## config.mk

```make
export PLATFORM = sky130hd
export DESIGN_NAME = multicycle_ctrl
export DESIGN_NICKNAME = d
export VERILOG_FILES = /design/src/rtl/multicycle_ctrl.sv
export SDC_FILE = /design/constraint.sdc
export NUM_CORES = 1
export LEC_CHECK = 0
export CORE_UTILIZATION = 39
export DETAILED_ROUTE_END_ITERATION = 10
export HOLD_SLACK_MARGIN = 0.1
export PLACE_DENSITY = 0.82
export SYNTH_ARGS = -nofsm -noshare
export SYNTH_HDL_FRONTEND = slang
export SYNTH_SLANG_ARGS = --single-unit
```

## constraint.sdc

```tcl
create_clock -name clk -period 1.4 [get_ports clk]
set_input_delay 0.28 -clock clk [delete_from_list [all_inputs] [get_ports clk]]
set_output_delay 0.28 -clock clk [all_outputs]
set_load 0.02 [all_outputs]
```

## src/rtl/multicycle_ctrl.sv

```systemverilog
// Main control FSM for the RV32I multicycle datapath.
// Sequences the shared memory, ALU and holding registers per opcode.
module multicycle_ctrl #(
   parameter int                 STATE_W     = 4,
   parameter logic [STATE_W-1:0] RESET_STATE = 4'd0
) (
   input  logic               clk,
   input  logic               rst_n,
   input  logic [6:0]         op,
   input  logic [2:0]         funct3,
   input  logic               funct7_5,
   input  logic               Zero,
   input  logic               mem_ready,
   output logic               mem_req,
   output logic               MemWrite,
   output logic               AdrSrc,
   output logic               IRWrite,
   output logic               PCWrite,
   output logic               RegWrite,
   output logic [1:0]         ResultSrc,
   output logic [1:0]         ALUSrcA,
   output logic [1:0]         ALUSrcB,
   output logic [3:0]         ALUControl,
   output logic [2:0]         ImmSrc,
   output logic               instret,
   output logic               illegal_instr,
   output logic [STATE_W-1:0] dbg_state
);

   localparam logic [STATE_W-1:0] S_FETCH    = STATE_W'(0);
   localparam logic [STATE_W-1:0] S_DECODE   = STATE_W'(1);
   localparam logic [STATE_W-1:0] S_MEMADR   = STATE_W'(2);
   localparam logic [STATE_W-1:0] S_MEMREAD  = STATE_W'(3);
   localparam logic [STATE_W-1:0] S_MEMWB    = STATE_W'(4);
   localparam logic [STATE_W-1:0] S_MEMWRITE = STATE_W'(5);
   localparam logic [STATE_W-1:0] S_EXECR    = STATE_W'(6);
   localparam logic [STATE_W-1:0] S_EXECI    = STATE_W'(7);
   localparam logic [STATE_W-1:0] S_ALUWB    = STATE_W'(8);
   localparam logic [STATE_W-1:0] S_BRANCH   = STATE_W'(9);
   localparam logic [STATE_W-1:0] S_JAL      = STATE_W'(10);
   localparam logic [STATE_W-1:0] S_JALR_EX  = STATE_W'(11);
   localparam logic [STATE_W-1:0] S_JALR_PC  = STATE_W'(12);
   localparam logic [STATE_W-1:0] S_LUI      = STATE_W'(13);
   localparam logic [STATE_W-1:0] S_AUIPC    = STATE_W'(14);
   localparam logic [STATE_W-1:0] S_TRAP     = STATE_W'(15);

   localparam logic [6:0] OP_LOAD   = 7'b0000011;
   localparam logic [6:0] OP_STORE  = 7'b0100011;
   localparam logic [6:0] OP_R      = 7'b0110011;
   localparam logic [6:0] OP_I      = 7'b0010011;
   localparam logic [6:0] OP_BRANCH = 7'b1100011;
   localparam logic [6:0] OP_JAL    = 7'b1101111;
   localparam logic [6:0] OP_JALR   = 7'b1100111;
   localparam logic [6:0] OP_LUI    = 7'b0110111;
   localparam logic [6:0] OP_AUIPC  = 7'b0010111;

   localparam logic [3:0] ALU_ADD   = 4'd0;
   localparam logic [3:0] ALU_SUB   = 4'd1;
   localparam logic [3:0] ALU_AND   = 4'd2;
   localparam logic [3:0] ALU_OR    = 4'd3;
   localparam logic [3:0] ALU_XOR   = 4'd4;
   localparam logic [3:0] ALU_SLT   = 4'd5;
   localparam logic [3:0] ALU_SLTU  = 4'd6;
   localparam logic [3:0] ALU_SLL   = 4'd7;
   localparam logic [3:0] ALU_SRL   = 4'd8;
   localparam logic [3:0] ALU_SRA   = 4'd9;
   localparam logic [3:0] ALU_PASSB = 4'd10;

   localparam logic [2:0] IMM_I = 3'd0;
   localparam logic [2:0] IMM_S = 3'd1;
   localparam logic [2:0] IMM_B = 3'd2;
   localparam logic [2:0] IMM_J = 3'd3;
   localparam logic [2:0] IMM_U = 3'd4;

   logic [STATE_W-1:0] r_state;
   logic [STATE_W-1:0] w_next;
   logic [STATE_W-1:0] w_dec_next;
   logic [3:0]         w_exec_alu;
   logic [3:0]         w_br_alu;
   logic               w_taken;

   always_ff @(posedge clk or negedge rst_n) begin
      if (!rst_n) r_state <= RESET_STATE;
      else        r_state <= w_next;
   end

   always_comb begin
      w_dec_next = S_TRAP;
      case (op)
         OP_LOAD, OP_STORE: w_dec_next = S_MEMADR;
         OP_R:              w_dec_next = S_EXECR;
         OP_I:              w_dec_next = S_EXECI;
         OP_JAL:            w_dec_next = S_JAL;
         OP_LUI:            w_dec_next = S_LUI;
         OP_AUIPC:          w_dec_next = S_AUIPC;
         OP_BRANCH:
            if (funct3[2:1] != 2'b01) w_dec_next = S_BRANCH;
         OP_JALR:
            if (funct3 == 3'b000) w_dec_next = S_JALR_EX;
         default:           w_dec_next = S_TRAP;
      endcase
   end

   always_comb begin
      w_next = r_state;
      unique case (r_state)
         S_FETCH:    if (mem_ready) w_next = S_DECODE;
         S_DECODE:   w_next = w_dec_next;
         S_MEMADR:   w_next = op[5] ? S_MEMWRITE : S_MEMREAD;
         S_MEMREAD:  if (mem_ready) w_next = S_MEMWB;
         S_MEMWRITE: if (mem_ready) w_next = S_FETCH;
         S_MEMWB, S_ALUWB, S_BRANCH, S_JALR_PC:
            w_next = S_FETCH;
         S_EXECR, S_EXECI, S_JAL, S_LUI, S_AUIPC:
            w_next = S_ALUWB;
         S_JALR_EX:  w_next = S_JALR_PC;
         S_TRAP:     w_next = S_TRAP;
         default:    w_next = S_TRAP;
      endcase
   end

   // SUB needs both the R-type form and funct7_5; addi ignores bit 30
   always_comb begin
      w_exec_alu = ALU_ADD;
      unique case (funct3)
         3'b000: w_exec_alu = (r_state == S_EXECR && funct7_5) ?
                              ALU_SUB : ALU_ADD;
         3'b001: w_exec_alu = ALU_SLL;
         3'b010: w_exec_alu = ALU_SLT;
         3'b011: w_exec_alu = ALU_SLTU;
         3'b100: w_exec_alu = ALU_XOR;
         3'b101: w_exec_alu = funct7_5 ? ALU_SRA : ALU_SRL;
         3'b110: w_exec_alu = ALU_OR;
         3'b111: w_exec_alu = ALU_AND;
         default: w_exec_alu = ALU_ADD;
      endcase
   end

   always_comb begin
      w_br_alu = ALU_SUB;
      w_taken  = !Zero;
      unique case (funct3[2:1])
         2'b10:   w_br_alu = ALU_SLT;
         2'b11:   w_br_alu = ALU_SLTU;
         default: w_br_alu = ALU_SUB;
      endcase
      unique case (funct3)
         3'b000, 3'b101, 3'b111: w_taken = Zero;
         default:                w_taken = !Zero;
      endcase
   end

   always_comb begin
      mem_req       = 1'b0;
      MemWrite      = 1'b0;
      AdrSrc        = 1'b0;
      IRWrite       = 1'b0;
      PCWrite       = 1'b0;
      RegWrite      = 1'b0;
      ResultSrc     = 2'b00;
      ALUSrcA       = 2'b00;
      ALUSrcB       = 2'b00;
      ALUControl    = ALU_ADD;
      ImmSrc        = IMM_I;
      instret       = 1'b0;
      illegal_instr = 1'b0;
      if (rst_n) begin
         unique case (r_state)
            S_FETCH: begin
               mem_req   = 1'b1;
               ALUSrcB   = 2'b10;
               ResultSrc = 2'b10;
               IRWrite   = mem_ready;
               PCWrite   = mem_ready;
            end
            S_DECODE: begin
               ALUSrcA = 2'b01;
               ALUSrcB = 2'b01;
               ImmSrc  = (op == OP_BRANCH) ? IMM_B : IMM_J;
            end
            S_MEMADR: begin
               ALUSrcA = 2'b10;
               ALUSrcB = 2'b01;
               ImmSrc  = op[5] ? IMM_S : IMM_I;
            end
            S_MEMREAD: begin
               mem_req = 1'b1;
               AdrSrc  = 1'b1;
            end
            S_MEMWB: begin
               ResultSrc = 2'b01;
               RegWrite  = 1'b1;
               instret   = 1'b1;
            end
            S_MEMWRITE: begin
               mem_req  = 1'b1;
               MemWrite = 1'b1;
               AdrSrc   = 1'b1;
               instret  = mem_ready;
            end
            S_EXECR, S_EXECI: begin
               ALUSrcA    = 2'b10;
               ALUSrcB    = (r_state == S_EXECI) ? 2'b01 : 2'b00;
               ALUControl = w_exec_alu;
            end
            S_ALUWB: begin
               RegWrite = 1'b1;
               instret  = 1'b1;
            end
            S_BRANCH: begin
               ALUSrcA    = 2'b10;
               ALUControl = w_br_alu;
               PCWrite    = w_taken;
               instret    = 1'b1;
            end
            S_JAL: begin
               PCWrite = 1'b1;
               ALUSrcA = 2'b01;
               ALUSrcB = 2'b10;
            end
            S_JALR_EX: begin
               ALUSrcA   = 2'b10;
               ALUSrcB   = 2'b01;
               RegWrite  = 1'b1;
               ResultSrc = 2'b11;
            end
            S_JALR_PC: begin
               PCWrite = 1'b1;
               instret = 1'b1;
            end
            S_LUI: begin
               ALUSrcB    = 2'b01;
               ImmSrc     = IMM_U;
               ALUControl = ALU_PASSB;
            end
            S_AUIPC: begin
               ALUSrcA = 2'b01;
               ALUSrcB = 2'b01;
               ImmSrc  = IMM_U;
            end
            S_TRAP:  illegal_instr = 1'b1;
            default: illegal_instr = 1'b0;
         endcase
      end
   end

   assign dbg_state = rst_n ? r_state : '0;

endmodule

```

==> key figures, run 1 <==
Status
  • Status: aborted with a tool error
  • Last stage reached: 5_1_grt
  • Err: [ERROR DPL-0038] Utilization greater than 100%, impossible to legalize

Die
  • Row cnt: 17
  • Initial Util: 42.7%
  • Chip height: approximately 52 um
  • # IOs: 40
  • Die width: between 50 and 60 um

Clocking
  • Clock sink total: 4
  • Hold_buf cts: 0
  • CTS root buf: clkbuf_4
  • Num CTS Buffers: 3
  • CTS max path bufs: 2
  • H-Tree Level Count: 1

Synthesis
  • FF+latch count, synth: 4
  • Post-synthesis sequential area ratio: 10.3%
  • Synth Warn #: 0
  • Synth top area share: 10.3%
  • Synth Net Count: 162
  • Post-synth EDFFs: 0
  • Avg Cell Area, Syn: 6.60 sq um
  • Main synth FF type: dfrtp_1
  • Synth area leaders: dfrtp_1, nand2_1, a21oi_1
  • Post-synth top area cell: dfrtp_1
  • Post-synth ARST share: 100%
  • Syn Inst Count: 147
  • Unique masters post-synth: 44
  • Mapped Area: 971 sq um

Placed design
  • Global placement routability congestion: 0.843
  • Detailed Place HPWL: 2710 um
  • Port bufs: 39
  • Total placed cells including tap cells: around 250

Global routing
  • Largest net degree at the start of global routing: 11

Timing
  • Worst EP kind: output port
  • GR repair worst EP: ALUSrcB[0]
metrics by stage:
step	utilization (%)	instance area, sq um	setup WS [ns]	hold WS [ns]	TNS [ns]
floorplan	-	1060	-0.0885	-0.0156	-0.450
global placement	77.5	1760	-0.950	0.772	-20.00
detailed placement	77.5	1760	-0.999	0.766	-20.79
CTS	93.9	2140	-0.504	0.242	-7.64
synth_stat cells, types with 2 or more instances:
master and number:
nand2_1 20, nor2_1 12, a21oi_1 10, o21ai_0 10, nand3_1 8, and2_1 6
buf_2 6, inv_1 6, nor2b_1 6, nor3_1 6, and3_1 5, nand2b_1 5
dfrtp_1 4, o31ai_1 4, a21boi_0 3, buf_6 3, a22o_1 2, a31oi_1 2
clkbuf_1 2, mux2i_1 2, xnor2_1 2
kinds of logic after synthesis:
group                     after synthesis  share of synthesized area [%]
AOI/OAI and AO/OA                      41                           28.6
xor gates and xnor gates                3                           2.71
muxes                                   3                           3.22
buffers and inverters                  18                           10.4
and+or+nand+nor                        78                           44.7
DFF                                     4                           10.3
timing repair:
| item | 4_1_cts |
|---|---|
| gates cloned | 1 |
| gates resized for setup | 212 |
| buffers inserted | 20 |
| pin swaps | 29 |
| setup endpoints to repair | 28 |
==> run 2: changes to the inputs <==
CORE_AREA = 2 2 63 65   (was not set)
CORE_UTILIZATION = not set   (was 39)
DIE_AREA = 0 0 65 67   (was not set)
HOLD_SLACK_MARGIN = not set   (was 0.1)
PLACE_DENSITY = not set   (was 0.82)
PLACE_DENSITY_LB_ADDON = 0.15   (was not set)
clock period = 1.8 ns   (was 1.4 ns; I/O delays follow)
==> run 2 against run 1 <==
The flow now finishes, with violations (negative setup slack); area after synthesis stayed put; synthesized cell count unchanged.
==> key figures, run 2 <==
Worst setup path
  • Worst reg2reg startpoint: r_state[0]
  • Reg2Reg Setup Slack: 0.34 ns
  • WP data arrival: 1.60 ns
  • Worst Setup Path Type: register to output pin
  • Reg-to-Reg End: r_state[1]
  • Worst setup EP type: output pin
  • Startpoint types: register
  • Max FO, Critical Path: 6
  • R2R depth: 5
  • CP required: 1.44 ns

Finish
  • Top Registers: r_state (4)
  • Largest Register: r_state
  • Fraction of layout cells with a size suffix above 1: about 54%
  • Area Overhead vs Synth: 98.1%
  • Final instance area: 1920 sq um
  • Final #Nets: 250
  • Most common cell after layout, fill and taps aside: buf_4
  • Ant. Diodes: 0
  • Max reg flops: 4
  • Fillers: 358
  • Most frequent cells in the layout: buf_4, nand2_1, buf_6

Global routing
  • GRT Util Overall: 16.8%
  • Vias in the first global route: 1,350
  • Global route overflow: 0
  • First-pass GRT wire length: 5830 um
  • Largest net degree at the start of global routing: 14
  • Initial antenna violation count: 0

Route
  • Routed via count: 1,367
  • Routed Wire Length: approximately 3500 um
  • Top sig layer: met4
  • Final ANT Viol Nets: 0
  • WL met2: 1750 um
  • Drt first pass iters: 4
  • Drt drc: 0
  • Via density: 4.86
  • M1 wire length: 1510 um
  • Post-DR wirelength/cell: 12.4 um
  • 1st-iter DRT viols: slightly below 50
  • Metal3 WL: about 190 um

Die
  • Row cnt: 22
  • Die ar.: 4360 sq um
  • Chip height: 67 um
  • # IOs: 40
  • Initial Util: 26.9%
  • Die width: about 65 um
  • Core area: 3610 sq um

Synthesis
  • Syn Inst Count: 147
  • Unique masters post-synth: 44
  • Avg Cell Area, Syn: about 6.6 sq um
  • Main synth FF type: dfrtp_1
  • Synth Net Count: 162
  • Commonest cells post-synth: nand2_1, nor2_1, a21oi_1, o21ai_0, nand3_1
  • FF+latch count, synth: 4
  • Mapped Area: just under 1000 sq um
  • Synth Warn #: 0
  • Post-synth top area cell: dfrtp_1
  • Post-synth ARST share: between 90% and 100%
  • Top-count cell post-synth: nand2_1
  • Synth top area share: 10.3%
  • Post-synthesis sequential area ratio: ~10%
  • Post-synth EDFFs: 0
  • Synth area leaders: dfrtp_1, nand2_1, a21oi_1

Pwr
  • Power share of the combinational group: 83.4%
  • Leak: about 0.94 nW
  • NetSw: 0.00107 W
  • Sw Share: approximately 45%
  • Power consumption: 0.00235 W
  • Worst VDD drop: ~0.00036 V
  • Share of power burned in the clock network: 7.9%
  • Power Density: 1220 nW/um^2
  • Sequential share of power: 8.7%
  • Cell Int Power: 0.00128 W

Status
  • Failing checks: negative setup slack
  • Status: finished, violations left

Timing
  • RSZ-0062 raised after global routing: yes
  • Period utilization: 109%
  • Max transition margin: 79.1%
  • Hold Vio Cnt, Final: 0
  • Slew Viols, Final: 0
  • Worst slew pin tran: 0.310 ns
  • Achievable clock frequency: 0.510 GHz
  • Setup ws final: -0.162 ns
  • Worst hold slack: 0.458 ns
  • Clock period minus worst slack: 1.96 ns
  • Final setup TNS: -0.742 ns
  • Clk_skew: 0.00361 ns
  • Final setup fails: 9

Flow run
  • Number of max-cap violations: 0

Clocking
  • TritonCTS clock tree: done
  • CTS root buf: clkbuf_8
  • Worst-path clk slew: 0.03 ns
  • CTS max path bufs: 2
  • Clock sink total: 4
  • H-Tree Level Count: 1
  • Hold_buf cts: 0
  • Clock latency at the later pin of the worst-skew pair: 0.22 ns
  • Num CTS Buffers: 3

Placed design
  • Port bufs: 39
  • Post-Place Cell Area: roughly 1700 sq um
  • Global placement routability congestion: 0.939
  • Detailed Place HPWL: 2650 um

Min path
  • Worst min-delay path category: primary input to async pin
## run 2: cell counts after synthesis
No cell type changed its count.
## run 2: critical path, cell delays in order, from the launching register on
cell and delay (ns):
dfrtp_2 0.43, buf_6 0.14, nor2_4 0.15, and2_4 0.19, o31ai_4 0.07, o31ai_2 0.07
and3_1 0.21, buf_6 0.12
## run 2: cell type report
cell class | instances | area, sq um | share of cell area, %
sequential | 4 | 104 | 5.40
inverter | 6 | 22.5 | 1.17
clock buffer | 3 | 41.3 | 2.15
timing repair buffer | 95 | 776 | 40.3
multi-input combinational | 125 | 920 | 47.8
tap | 48 | 60.1 | 3.12
## run 2: timing repair
action,in CTS,in global routing
setup endpoints to repair,25,20
gates cloned,0,0
resized for setup,164,37
pin swaps,19,14
setup buffers,5,2
## run 2: power by group through the flow
stage               logic [W]  registers (W)  clock network [W]
floorplan            0.000884       0.000151                  0
global placement      0.00164       0.000184                  0
finish                0.00196       0.000204           0.000185
detailed placement    0.00164       0.000185                  0
CTS                   0.00175       0.000196           0.000189
global route          0.00213       0.000210           0.000198
## run 2: worst max path at each step
stage	startpoint	end	slack, ns	depth (start not counted)
after floorplan	r_state[0]	RegWrite	0.05	5
final	r_state[3]	ImmSrc[0]	-0.16	7
after global placement	funct3[0]	PCWrite	-0.74	7
after global routing	r_state[3]	ImmSrc[0]	-0.21	7
after CTS	r_state[3]	ALUControl[2]	-0.16	6
after detailed placement	funct3[0]	PCWrite	-0.81	7
## run 2: logic make-up (layout without fill, tap and decap cells)
kind of cell | count (synthesis) | after routing | synth area share [%]
AOI/OAI and AO/OA | 41 | 41 | 28.6
xor gates and xnor gates | 3 | 3 | 2.71
buffers and inverters | 18 | 104 | 10.4
DFF | 4 | 4 | 10.3
muxes | 3 | 3 | 3.22
and+or+nand+nor | 78 | 78 | 44.7
## run 2: stage by stage
step                      utilization, %  std cells  worst slack (ns)
after floorplan                        -        147            0.0529
after global placement              47.4        271            -0.739
after detailed placement            47.4        271            -0.809
after CTS                           50.1        279            -0.164
after global routing                53.3        281            -0.214
final                               53.3        281            -0.162
## run 2: metal layers
| layer | track usage, % | up-vias |
|---|---|---|
| met5 | 0 | - |
| met4 | 5.32 | 0 |
| met3 | 2.03 | 6 |
| met2 | 30.2 | 44 |
| met1 | 20.7 | 626 |
| li1 | - | 691 |
(Power assumes the default switching activity.)
==> run 3: changes to the inputs <==
--- a/config.mk
+++ b/config.mk
@@ -10,3 +10,3 @@
 export DIE_AREA = 0 0 65 67
-export PLACE_DENSITY_LB_ADDON = 0.15
+export PLACE_DENSITY = 0.59
 export SYNTH_ARGS = -nofsm -noshare
--- a/constraint.sdc
+++ b/constraint.sdc
@@ -3,2 +3,2 @@
 set_output_delay 0.36 -clock clk [all_outputs]
-set_load 0.02 [all_outputs]
+set_load 0.01 [all_outputs]
==> run 3 against run 2 <==
The run still ends with negative setup slack left; cell area grew 5.2%; sequential power fell by 5%; non-clock buffer count is 11 higher; first-iteration DRC count up 8.2%; sequential cell count did not move; core utilization is 2.8 points higher; hold slack gained 0.055 ns; largest cell class unchanged; largest power group unchanged; highest routed layer unchanged.
==> key figures, run 3 (synthesized netlist as in run 2, its figures left out) <==
Route
  • 1st-iter DRT viols: 53
  • Via density: 4.97
  • Final ANT Viol Nets: 0
  • Post-DR wirelength/cell: 13.5 um
  • Routed Wire Length: 3950 um
  • Drt first pass iters: 4
  • Routed via count: between 1,000 and 1,500
  • Drt drc: 0

Global routing
  • GRT Util Overall: between 10% and 20%
  • Vias in the first global route: 1,389
  • Global route overflow: 0
  • Initial antenna violation count: 0
  • First-pass GRT wire length: 6080 um
  • Largest net degree at the start of global routing: 16

Worst setup path
  • Worst setup EP type: output pin
  • WP data arrival: 1.58 ns
  • Reg2Reg Setup Slack: 0.24 ns
  • R2R depth: 8
  • Startpoint types: register
  • Worst reg2reg startpoint: r_state[1]
  • Max FO, Critical Path: 4
  • Reg-to-Reg End: r_state[2]
  • CP required: 1.44 ns
  • Worst Setup Path Type: register to output pin

Timing
  • Max transition margin: between 70% and 80%
  • Period utilization: 108%
  • Clock period minus worst slack: a little under 2 ns
  • Worst slew pin tran: about 0.33 ns
  • RSZ-0062 raised after global routing: yes
  • Final setup fails: 12
  • Setup ws final: -0.139 ns
  • Slew Viols, Final: 0
  • Achievable clock frequency: 0.516 GHz
  • Hold Vio Cnt, Final: 0
  • Clk_skew: 0.00174 ns

Finish
  • Max reg flops: 4
  • Ant. Diodes: 0
  • Area Overhead vs Synth: 108%
  • Largest Register: r_state
  • Final #Nets: about 260
  • Final cell count without fillers: 292
  • Top Registers: r_state (4)
  • Final instance area: 2020 sq um
  • Fraction of layout cells with a size suffix above 1: 57.8%
  • Most common cell after layout, fill and taps aside: buf_4
  • Most frequent cells in the layout: buf_4, buf_2, buf_6

Placed design
  • Detailed Place HPWL: 2640 um
  • Post-Place Cell Area: roughly 1700 sq um
  • Total placed cells including tap cells: 269
  • Port bufs: 39
  • Global placement routability congestion: ~0.88

Pwr
  • Share of power burned in the clock network: 7.0%
  • Sw Share: 41.9%
  • Worst VDD drop: ~0.00037 V
  • Power Density: around 1300 nW/um^2
  • Leak: 1.01 nW
  • NetSw: 0.00108 W
  • Cell Int Power: 0.00150 W
  • Sequential share of power: 7.5%
  • Power share of the combinational group: approximately 86%

Die
  • # IOs: 40
  • Core area: 3610 sq um
  • Chip height: 67 um
  • Die ar.: 4360 sq um
  • Initial Util: 26.9%
  • Die width: 65 um
  • Row cnt: 22

Clocking
  • Clock sink total: 4
  • TritonCTS clock tree: done
  • Num CTS Buffers: 3
  • CTS max path bufs: 2
  • Clock latency at the later pin of the worst-skew pair: 0.21 ns
  • Worst-path clk slew: 0.03 ns
  • H-Tree Level Count: 1
  • CTS root buf: clkbuf_8
  • Hold_buf cts: 0

Flow run
  • Number of max-cap violations: 0

Min path
  • Worst min-delay path category: primary input to async pin

Status
  • Failing checks: negative setup slack
  • Status: finished, violations left
==> run 3: timing repair <==
item                                    CTS  global route
buffers inserted                         16             4
resized for setup                       152            28
pin swaps                                25             7
endpoints found under the setup margin   25            22
hold endpoints to repair                  0             0
==> run 3: power by group through the flow <==
stage | clock network (W) | logic, W | registers (W)
floorplan | 0 | 0.000792 | 0.000151
global placement | 0 | 0.00153 | 0.000174
detailed placement | 0 | 0.00154 | 0.000175
CTS | 0.000186 | 0.00197 | 0.000186
global route | 0.000190 | 0.00235 | 0.000195
finish | 0.000181 | 0.00221 | 0.000194
==> run 3: routing by layer <==
layer  part of all wire (%)  track usage (%)  wire, um
met4                    2.1             5.59        84
met3                    3.7             2.03       145
met2                     54             34.7      2130
met5                      0                0         0
met1                     40             19.1      1590
==> run 3: cell type report <==
type                    count  area, sq um
well taps                  48         60.1
fillers                   323         1580
flip-flops and latches      4          104
repair buffers            106          863
inverters                   6         22.5
clock buffers               3         41.3
multi-input cells         125          932
==> run 3: metrics by stage <==
stage / hold WS, ns / TNS (ns) / power [W] / worst slack, ns / utilization, %
final: 0.514 / -0.817 / 0.00259 / -0.139 / 56.1
after global routing: 0.544 / -1.53 / 0.00274 / -0.179 / 56.1
after global placement: 0.784 / -11.04 / 0.00170 / -0.718 / 47.0
after floorplan: 0.0644 / 0 / 0.000943 / 0.211 / -
after detailed placement: 0.794 / -11.94 / 0.00171 / -0.774 / 47.0
after CTS: 0.517 / -0.608 / 0.00234 / -0.119 / 53.3
==> run 3: worst max-delay path, cell delays in order, from the launching register on <==
cell and delay, ns:
dfrtp_2 0.43, buf_12 0.14, buf_4 0.14, nand2_1 0.12, nor3_1 0.08, o311a_1 0.32, buf_2 0.14
==> run 3: worst max-delay path by stage <==
stage / end / startpoint
finish: PCWrite / r_state[3]
global route: ALUControl[0] / r_state[0]
CTS: PCWrite / r_state[3]
detailed placement: PCWrite / funct3[0]
global placement: PCWrite / funct3[0]
floorplan: PCWrite / funct3[0]
==> run 4: changes to the inputs <==
ABC_AREA = 1   (was not set)
PLACE_DENSITY = 0.56   (was 0.59)
==> run 4 against run 3 <==
The run still ends with negative setup slack left; power fell by 20%; register-to-register slack better by 0.10 ns; largest power group unchanged; sequential cell count stayed put; critical path type unchanged; core utilization decreased by 5.1 points; cell area down 9.2%; die area did not move; clock skew is essentially flat; highest routed layer unchanged; area after synthesis fell by 9.1%; worst setup slack gained 0.12 ns; via count fell by 5.1%.
==> key figures, run 4 <==
Status
  • Status: finished, violations left
  • Failing checks: negative setup slack

Route
  • 1st-iter DRT viols: 35
  • Via density: roughly 4.3
  • Drt first pass iters: 4
  • Routed Wire Length: 3160 um
  • Drt drc: 0
  • Routed via count: 1,378
  • Post-DR wirelength/cell: 9.98 um
  • Final ANT Viol Nets: 0

Clocking
  • TritonCTS clock tree: done
  • Hold_buf cts: 0
  • H-Tree Level Count: 1
  • Clock sink total: 4
  • Num CTS Buffers: 3
  • CTS max path bufs: 2
  • Clock latency at the later pin of the worst-skew pair: 0.22 ns
  • Worst-path clk slew: 0.03 ns
  • CTS root buf: clkbuf_8

Finish
  • Ant. Diodes: 0
  • Final #Nets: 286
  • Fraction of layout cells with a size suffix above 1: 49.1%
  • Most frequent cells in the layout: buf_4, nand2_1, nor2_1
  • Fillers: 382
  • Area Overhead vs Synth: 108%
  • Top Registers: r_state (4)
  • Most common cell after layout, fill and taps aside: buf_4
  • Largest Register: r_state
  • Final instance area: around 1800 sq um
  • Max reg flops: 4

Timing
  • Clk_skew: 0.00215 ns
  • Max transition margin: 86.1%
  • Worst slew pin tran: slightly above 0.2 ns
  • Hold Vio Cnt, Final: 0
  • Slew Viols, Final: 0
  • Achievable clock frequency: about 0.55 GHz
  • Setup ws final: -0.0185 ns
  • Period utilization: 101%
  • RSZ-0062 raised after global routing: yes
  • Clock period minus worst slack: 1.82 ns
  • Final setup fails: 3

Worst setup path
  • Max FO, Critical Path: 4
  • Worst setup EP type: output pin
  • Startpoint types: register
  • Worst Setup Path Type: register to output pin
  • WP data arrival: 1.46 ns
  • CP required: 1.44 ns

Synthesis
  • Post-synth EDFFs: 0
  • Post-synth top area cell: nand2_1
  • Avg Cell Area, Syn: 5.04 sq um
  • FF+latch count, synth: 4
  • Top-count cell post-synth: nand2_1
  • Post-synth ARST share: 100%
  • Synth area leaders: nand2_1, nor2_1, dfrtp_1
  • Commonest cells post-synth: nand2_1, nor2_1, inv_1
  • Synth Warn #: 0
  • Post-synthesis sequential area ratio: 11.3%
  • Syn Inst Count: 175
  • Unique masters post-synth: 27
  • Mapped Area: 882 sq um
  • Synth Net Count: 190
  • Main synth FF type: dfrtp_1
  • Synth top area share: around a fifth

Die
  • Row cnt: 22
  • Core area: 3610 sq um
  • Die ar.: approximately 4400 sq um
  • # IOs: 40
  • Chip height: roughly 67 um
  • Die width: 65 um
  • Initial Util: 24.5%

Global routing
  • First-pass GRT wire length: 5270 um
  • Largest net degree at the start of global routing: 11
  • Global route overflow: 0
  • GRT Util Overall: about 15%
  • Vias in the first global route: 1,315
  • Initial antenna violation count: 0

Pwr
  • Cell Int Power: 0.00110 W
  • Power Density: 1120 nW/um^2
  • Leak: 0.979 nW
  • Share of power burned in the clock network: a little under a tenth
  • Sw Share: 46.9%
  • Power share of the combinational group: 79.7%
  • Sequential share of power: between 10% and 20%
  • Worst VDD drop: 0.000331 V
  • NetSw: about 0.00097 W

Placed design
  • Detailed Place HPWL: 2540 um
  • Post-Place Cell Area: 1650 sq um
  • Pre-CTS setup slack: -0.577 ns
  • Global placement routability congestion: roughly 0.84
  • Port bufs: 39

Flow run
  • Number of max-cap violations: 0

Min path
  • Worst min-delay path category: primary input to async pin
## run 4: power groups by stage
stage / combinational [W] / clock (W) / sequential, W
after floorplan: 0.000701 / 0 / 0.000177
after global placement: 0.00141 / 0 / 0.000186
after detailed placement: 0.00141 / 0 / 0.000187
after CTS: 0.00150 / 0.000197 / 0.000210
after global routing: 0.00180 / 0.000201 / 0.000236
final: 0.00165 / 0.000192 / 0.000228
## run 4: final timing paths
path | slack (ns) | from | cells after the start | to
worst max-delay path | -0.02 | r_state[1] | 6 | MemWrite
worst min-delay path | 0.20 | rst_n | 2 | r_state[1]
worst max register to register | 0.34 | r_state[0] | 10 | r_state[0]
worst min register to register | 0.69 | r_state[1] | 3 | r_state[1]
max in group asynchronous | 1.34 | rst_n | 3 | r_state[0]
min in group clk | 0.69 | r_state[1] | 3 | r_state[1]
## run 4: cells by family (layout without fill, tap and decap cells)
family                 after synthesis  in the layout  synth area share (%)
AND/OR/NAND/NOR                    114            114                  57.2
buffers and inverters               34            128                  15.5
AO/OA/AOI/OAI                       23             23                  16.0
flip-flops                           4              4                  11.3
## run 4: timing repair
action	4_1_cts	5_1_grt
pin swaps	11	9
buffers inserted	7	3
gates resized for setup	108	39
setup endpoints to repair	25	23
## run 4: through the flow
stage	power [W]	setup TNS, ns	utilization [%]	hold WS [ns]	std cells
2_1_floorplan	0.000878	0	-	0.0644	175
6_report	0.00207	-0.0437	51.0	0.203	317
3_5_place_dp	0.00160	-9.78	45.8	0.677	304
5_1_grt	0.00224	-0.843	51.0	0.208	317
4_1_cts	0.00191	-0.0662	48.9	0.205	314
3_3_place_gp	0.00159	-9.77	45.8	0.690	304
## run 4: routing by layer
layer / wire length (um) / global-route usage [%] / up-vias
met5: 0 / 0 / -
met4: 20 / 4.79 / 0
met3: 159 / 2.87 / 2
met2: 1640 / 30.0 / 30
met1: 1340 / 16.7 / 602
li1: - / - / 744
## run 4: area by class of cell
| type | count | area (sq um) | share of cell area [%] |
|---|---|---|---|
| clock buffers | 3 | 41.3 | 2.25 |
| inverters | 31 | 123 | 6.67 |
| multi-input cells | 137 | 777 | 42.3 |
| flip-flops and latches | 4 | 104 | 5.65 |
| well taps | 48 | 60.1 | 3.27 |
| repair buffers | 94 | 733 | 39.9 |
## run 4: critical path, stage by stage, from the launching register on
cell and delay [ns]:
dfrtp_2 0.43, inv_2 0.12, buf_4 0.13, nand3_4 0.10, buf_4 0.14, nor2_1 0.08, clkdlybuf4s15_2 0.23
